**config.mk**
```make
export PLATFORM = sky130hd
export DESIGN_NAME = control_sequencer
export DESIGN_NICKNAME = d
export VERILOG_FILES = /design/src/rtl/control_sequencer.sv
export SDC_FILE = /design/constraint.sdc
export NUM_CORES = 1
export LEC_CHECK = 0
export CAP_MARGIN = 20
export CORE_ASPECT_RATIO = 0.6
export CORE_MARGIN = 2
export CORE_UTILIZATION = 40
export DETAILED_ROUTE_END_ITERATION = 10
export PLACE_DENSITY = 0.69
export SLEW_MARGIN = 25
export SYNTH_ARGS = -nofsm -noshare
export SYNTH_HDL_FRONTEND = slang
export SYNTH_SLANG_ARGS = --single-unit
```
**constraint.sdc**
```tcl
create_clock -name clk -period 2.81 [get_ports clk]
set_input_delay 0.7025 -clock clk [delete_from_list [all_inputs] [get_ports clk]]
set_output_delay 0.7025 -clock clk [all_outputs]
set_load 0.01 [all_outputs]
```
**src/rtl/control_sequencer.sv**
```systemverilog
// Multi-cycle control sequencer: fetch, latch, decode, execute and optional memory stage,
// driving datapath strobes from the one-hot opcode decode lines.
module control_sequencer #(
    parameter int unsigned MEM_TIMEOUT = 16
) (
    input  logic       clk,
    input  logic       rst_n,
    input  logic       fetch0,
    input  logic       fetch1,
    input  logic       add_and,
    input  logic       addI,
    input  logic       andI,
    input  logic       nr,
    input  logic       nnd,
    input  logic       jmp,
    input  logic       ld,
    input  logic       st,
    input  logic       comp,
    input  logic       je,
    input  logic       ja,
    input  logic       jb,
    input  logic       jae,
    input  logic       jbe,
    input  logic       funct,
    input  logic       flag_eq,
    input  logic       flag_below,
    input  logic       mem_ready,
    output logic       mem_req,
    output logic       mem_we,
    output logic       addr_sel,
    output logic       ir_load,
    output logic       pc_inc,
    output logic       pc_load,
    output logic       imm_sel,
    output logic [2:0] alu_sel,
    output logic       reg_we,
    output logic       wb_sel,
    output logic       flags_we,
    output logic       fault,
    output logic [2:0] state
);

    localparam int unsigned CNT_W = 8;
    localparam int unsigned NDEC  = 16;

    localparam int unsigned D_ADD_AND = 2;
    localparam int unsigned D_ADDI    = 3;
    localparam int unsigned D_ANDI    = 4;
    localparam int unsigned D_NR      = 5;
    localparam int unsigned D_NND     = 6;
    localparam int unsigned D_JMP     = 7;
    localparam int unsigned D_LD      = 8;
    localparam int unsigned D_ST      = 9;
    localparam int unsigned D_COMP    = 10;
    localparam int unsigned D_JE      = 11;
    localparam int unsigned D_JA      = 12;
    localparam int unsigned D_JB      = 13;
    localparam int unsigned D_JAE     = 14;
    localparam int unsigned D_JBE     = 15;

    localparam logic [2:0] ALU_ADD  = 3'd0;
    localparam logic [2:0] ALU_AND  = 3'd1;
    localparam logic [2:0] ALU_NOR  = 3'd2;
    localparam logic [2:0] ALU_NAND = 3'd3;
    localparam logic [2:0] ALU_SUB  = 3'd4;

    typedef enum logic [2:0] {
        S_FETCH  = 3'd0,
        S_LATCH  = 3'd1,
        S_DECODE = 3'd2,
        S_EXEC   = 3'd3,
        S_MEM    = 3'd4,
        S_FAULT  = 3'd7
    } state_t;

    state_t           state_q;
    state_t           state_nxt;
    logic [CNT_W-1:0] cnt_q;
    logic [1:0]       mem_op_q;    // {st, ld} captured in DECODE
    logic [NDEC-1:0]  dec_in;
    logic             dec_ok;
    logic             accept;
    logic             pending;
    logic             timeout;
    logic             jump_take;
    logic             ld_wb;
    logic             reg_we_q;

    logic       d_mem_req, d_mem_we, d_addr_sel, d_ir_load, d_pc_inc, d_pc_load;
    logic       d_imm_sel, d_reg_we, d_flags_we, d_fault;
    logic [2:0] d_alu_sel;

    assign dec_in = {jbe, jae, jb, ja, je, comp, st, ld,
                     jmp, nnd, nr, andI, addI, add_and, fetch1, fetch0};
    assign dec_ok = (dec_in != '0) && ((dec_in & (dec_in - NDEC'(1))) == '0);

    assign accept  = mem_req & mem_ready;
    assign pending = mem_req & ~mem_ready;
    assign timeout = pending && (cnt_q == CNT_W'(MEM_TIMEOUT - 1));

    assign jump_take = dec_in[D_JMP]
                     | (dec_in[D_JE]  &  flag_eq)
                     | (dec_in[D_JA]  & ~flag_eq & ~flag_below)
                     | (dec_in[D_JB]  &  flag_below)
                     | (dec_in[D_JAE] & ~flag_below)
                     | (dec_in[D_JBE] & (flag_eq | flag_below));

    // Load writeback must coincide with the memory accept cycle, so it bypasses the output flops
    assign ld_wb  = (state_q == S_MEM) && mem_op_q[0] && accept;
    assign reg_we = reg_we_q | ld_wb;
    assign wb_sel = ld_wb;
    assign state  = state_q;

    // State register
    always_ff @(posedge clk or negedge rst_n) begin
        if (!rst_n) begin
            state_q <= S_FETCH;
        end else begin
            state_q <= state_nxt;
        end
    end

    // Next-state logic
    always_comb begin
        state_nxt = state_q;
        unique case (state_q)
            S_FETCH: begin
                if (accept) begin
                    state_nxt = S_LATCH;
                end else if (timeout) begin
                    state_nxt = S_FAULT;
                end
            end
            S_LATCH:  state_nxt = S_DECODE;
            S_DECODE: state_nxt = dec_ok ? S_EXEC : S_FAULT;
            S_EXEC:   state_nxt = (mem_op_q != '0) ? S_MEM : S_FETCH;
            S_MEM: begin
                if (accept) begin
                    state_nxt = S_FETCH;
                end else if (timeout) begin
                    state_nxt = S_FAULT;
                end
            end
            S_FAULT:  state_nxt = S_FAULT;
            default:  state_nxt = S_FAULT;
        endcase
    end

    // Output decode for the state being entered; EXEC is only entered from DECODE, so live lines apply
    always_comb begin
        d_mem_req  = 1'b0;
        d_mem_we   = 1'b0;
        d_addr_sel = 1'b0;
        d_ir_load  = 1'b0;
        d_pc_inc   = 1'b0;
        d_pc_load  = 1'b0;
        d_imm_sel  = 1'b0;
        d_alu_sel  = ALU_ADD;
        d_reg_we   = 1'b0;
        d_flags_we = 1'b0;
        d_fault    = 1'b0;
        unique case (state_nxt)
            S_FETCH: d_mem_req = 1'b1;
            S_LATCH: begin
                d_ir_load = 1'b1;
                d_pc_inc  = 1'b1;
            end
            S_EXEC: begin
                if (dec_in[D_ADD_AND]) begin
                    d_alu_sel = funct ? ALU_AND : ALU_ADD;
                    d_reg_we  = 1'b1;
                end
                if (dec_in[D_ADDI] | dec_in[D_ANDI]) begin
                    d_imm_sel = 1'b1;
                    d_alu_sel = dec_in[D_ANDI] ? ALU_AND : ALU_ADD;
                    d_reg_we  = 1'b1;
                end
                if (dec_in[D_NR] | dec_in[D_NND]) begin
                    d_alu_sel = dec_in[D_NND] ? ALU_NAND : ALU_NOR;
                    d_reg_we  = 1'b1;
                end
                if (dec_in[D_COMP]) begin
                    d_alu_sel  = ALU_SUB;
                    d_flags_we = 1'b1;
                end
                if (dec_in[D_LD] | dec_in[D_ST]) begin
                    d_imm_sel = 1'b1;
                end
                d_pc_load = jump_take;
            end
            S_MEM: begin
                d_mem_req  = 1'b1;
                d_addr_sel = 1'b1;
                d_imm_sel  = 1'b1;
                d_mem_we   = mem_op_q[1];
            end
            S_FAULT: d_fault = 1'b1;
            default: ;
        endcase
    end

    // Registered strobes, decode capture and pending-request counter
    always_ff @(posedge clk or negedge rst_n) begin
        if (!rst_n) begin
            mem_req  <= 1'b0;
            mem_we   <= 1'b0;
            addr_sel <= 1'b0;
            ir_load  <= 1'b0;
            pc_inc   <= 1'b0;
            pc_load  <= 1'b0;
            imm_sel  <= 1'b0;
            alu_sel  <= ALU_ADD;
            reg_we_q <= 1'b0;
            flags_we <= 1'b0;
            fault    <= 1'b0;
            mem_op_q <= '0;
            cnt_q    <= '0;
        end else begin
            mem_req  <= d_mem_req;
            mem_we   <= d_mem_we;
            addr_sel <= d_addr_sel;
            ir_load  <= d_ir_load;
            pc_inc   <= d_pc_inc;
            pc_load  <= d_pc_load;
            imm_sel  <= d_imm_sel;
            alu_sel  <= d_alu_sel;
            reg_we_q <= d_reg_we;
            flags_we <= d_flags_we;
            fault    <= d_fault;
            if (state_q == S_DECODE) begin
                mem_op_q <= {dec_in[D_ST], dec_in[D_LD]};
            end
            if (accept || (state_nxt != state_q)) begin
                cnt_q <= '0;
            end else if (pending) begin
                cnt_q <= cnt_q + CNT_W'(1);
            end
        end
    end

endmodule

```
==> results by group <==
Status
  • Outcome: complete, no violations

Setup path
  • Critical Path Fanout Max: 2
  • Reg-to-Reg End: alu_sel[0]
  • Reg-to-Reg Start: cnt_q[4]
  • CP endpoint kind: primary output
  • WP data arrival: slightly above 2000 ps
  • R2R depth: 6
  • Critical Path RT: 2110 ps
  • Worst reg2reg setup slack: ~790 ps
  • Startpoint Class: input pin
  • WS Path Type: in2out

Yosys
  • Post-synth cell types: 42
  • Seq/Total Area, Yosys: between 40% and 50%
  • Syn_nets: about 170
  • Largest family of logic cells by synthesized area: simple AND/OR/NAND/NOR gates
  • Mapped Area: 0.001323 mm^2
  • Top_reg_cell synth: dfrtp_1
  • Synth warnings: 0
  • Synth Area in Adders: under 10%
  • Synth Area in Compound Gates: 14.95%
  • XOR/XNOR Fraction of Synth Area: under 10%
  • Synth Register Bits: 24
  • Post-synth ARST share: 100.0%
  • Synth Instances: ~140
  • Syn avg cell area: 9.248 um^2
  • Post-synthesis mux area share: under 10%
  • Post-Synth Simple-Gate Area: 27.81%
  • Number of synthesized flops with an enable pin: 0

Clocking
  • Num Clock Sinks: 24
  • Post-CTS setup buffer count: 0
  • Clock transition at the registers of the reported paths: 90 ps
  • Clk Latency, worst-skew pair: between 200 and 300 ps
  • Post-CTS Hold Buffers: 0
  • CTS resizes: 0
  • Clock buffer depth: 2
  • H-tree depth: 1
  • TritonCTS clock tree: yes
  • CTS Root Cell: clkbuf_8
  • CTS Buf Count: 3

Pwr
  • Clock power frac: around 37%
  • Combinational fraction of design power: around 16%
  • Seq pwr share: 47.1%
  • P_int: about 0.62 mW
  • Final Power: 0.8037 mW
  • Leak: 0.8171 nW
  • Sw Share: a little under a quarter
  • Peak VDD IR: roughly 0.42 mV
  • Pwr Density: slightly above 400 mW/mm^2
  • Psw: 0.1822 mW

GRT
  • Global-route wire length before repair: a little over 6 mm
  • Largest net degree at the start of global routing: 25
  • Gr busiest metal: met2
  • Vias in the first global route: approximately 1.3k
  • GRT Residual Overflow: 0
  • Initial antenna violation count: 0
  • Met3 usage: 5.410%
  • Met2 Usage GRT: a little under a third
  • Met1 layer usage reported by global route: around 30%
  • Total Routing Usage GR: roughly 20%

STA
  • Clk_skew: 6.030 ps
  • Final WS setup: approximately 37 ps
  • Max-slew headroom: 65.78%
  • Final setup viols: 0
  • Fin crit share: about 100%
  • Fin. max-slew vios: 0
  • Final hold violations: 0
  • Tmin final: between 2000 and 3000 ps
  • Max frequency: about 360 MHz
  • Total negative setup slack: 0 ps
  • Min Hold Slack: roughly 560 ps
  • Worst-Margin Slew: approximately 510 ps

Run
  • Max Cap Viol: 0

Route
  • Via count: around 1.3k
  • Via density: between 5 and 6
  • Drc violations: 0
  • Detail Route Antenna Nets: 0
  • Total wire length: around 3.5 mm
  • First drt pass iteration count: 4
  • Iter 0 DRT Violations: between 60 and 70
  • WL/cell: between 10 and 15 um

Placement
  • DP Worst Slack: -230.8 ps
  • Placed Area: about 0.0019 mm^2
  • DP Cell Count: between 200 and 250
  • Global placer's final weighted congestion: 0.8727
  • HPWL after DPL: 2.818 mm
  • Port bufs: 38

Layout
  • Commonest non-fill, non-tap cell in the layout: clkdlybuf4s50_1
  • Cell area after layout: a little under 0.002 mm^2
  • Nets@finish: about 230
  • Layout cell share with drive strength beyond 1: 16.34%
  • Post-Layout Cell Count: 247
  • Area grow syn2layout: 48.91%
  • Inserted Diodes: 0
  • Util after Layout: 61.48%
  • Fill count: 276
  • Commonest cells after routing, fill and taps aside: 38 x clkdlybuf4s50_1, 24 x dfrtp_1, 23 x nor2_1, 20 x buf_4, 9 x nor3_1

Die
  • Chip height: around 49 um
  • Rows: 16
  • Chip Width: ~78 um
  • Die area: 0.003797 mm^2
  • Core area: ~0.0032 mm^2
  • Ports: 39
  • Initial Utilization: between 40 and 50%

Worst hold path
  • Hold WC Path Type: reg2reg
  • HP Start: cnt_q[7]
  • Hold EP: cnt_q[7]
  • Worst Hold Path Cells: 2
==> worst max-delay path: stages <==
cell	delay, ps
clkdlybuf4s50_1	480
nand3_1	100
nor2_2	140
or2_2	120
clkdlybuf4s50_1	530
==> registers in the layout (all words and copies together), names as in the netlist, 2 cells and up <==
name      cells
alu_sel       3
mem_op_q      2
cnt_q         8
state         3
==> worst max-delay path by stage <==
stage | start | slack, ps | cells after the start | endpoint
detailed placement | fetch1 | -230 | 7 | reg_we_q
floorplan | fetch1 | 360 | 6 | reg_we_q
CTS | mem_ready | 30 | 5 | reg_we
finish | mem_ready | 40 | 5 | reg_we
global placement | fetch1 | -150 | 7 | reg_we_q
global route | fetch1 | -40 | 7 | alu_sel[0]
==> metal layers <==
metal	up-vias	share of wire [%]
met1	620	51
met3	10	5.6
met5	-	0
met2	45	43
met4	0	0.99
li1	640	-
==> logic make-up (layout without fill, tap and decap cells) <==
logic type / count (synthesis) / in the layout
AOI/OAI and AO/OA: 30 / 30
xor gates and xnor gates: 7 / 7
adders and majority gates: 2 / 2
buffers and inverters: 6 / 65
DFF: 24 / 24
muxes: 4 / 4
and+or+nand+nor: 70 / 70
==> area by class of cell <==
type                    count  area, um^2  area share [%]
multi-input cells         113       699.4           35.51
flip-flops and latches     24       600.6           30.50
repair buffers             58       530.5           26.94
well taps                  45       56.30           2.859
clock buffers               3       41.29           2.097
clock inverters             1       30.03           1.525
inverters                   3       11.26          0.5718
==> synthesized netlist by cell type, types with 3 or more instances <==
cell type / number / share of area, %
inv_1: 3 / 0.85
xnor2_1: 5 / 3.3
dfrtp_1: 24 / 45
nand3_1: 4 / 1.5
nor2b_1: 3 / 1.4
o21ai_0: 6 / 2.3
and2_1: 3 / 1.4
a21boi_0: 4 / 2.3
and3_1: 3 / 1.4
nand2_1: 7 / 2.0
nor2_1: 24 / 6.8
nor4_1: 5 / 2.4
o22ai_1: 5 / 2.4
nor3_1: 10 / 3.8
a21oi_1: 5 / 1.9
==> power by group through the flow <==
stage | registers [mW] | clock network (mW) | logic [mW]
2_1_floorplan | 0.379 | 0 | 0.0444
3_3_place_gp | 0.384 | 0 | 0.119
3_5_place_dp | 0.385 | 0 | 0.122
4_1_cts | 0.378 | 0.304 | 0.124
5_1_grt | 0.381 | 0.322 | 0.139
6_report | 0.379 | 0.301 | 0.124
Power figures use the tool's default switching activity.
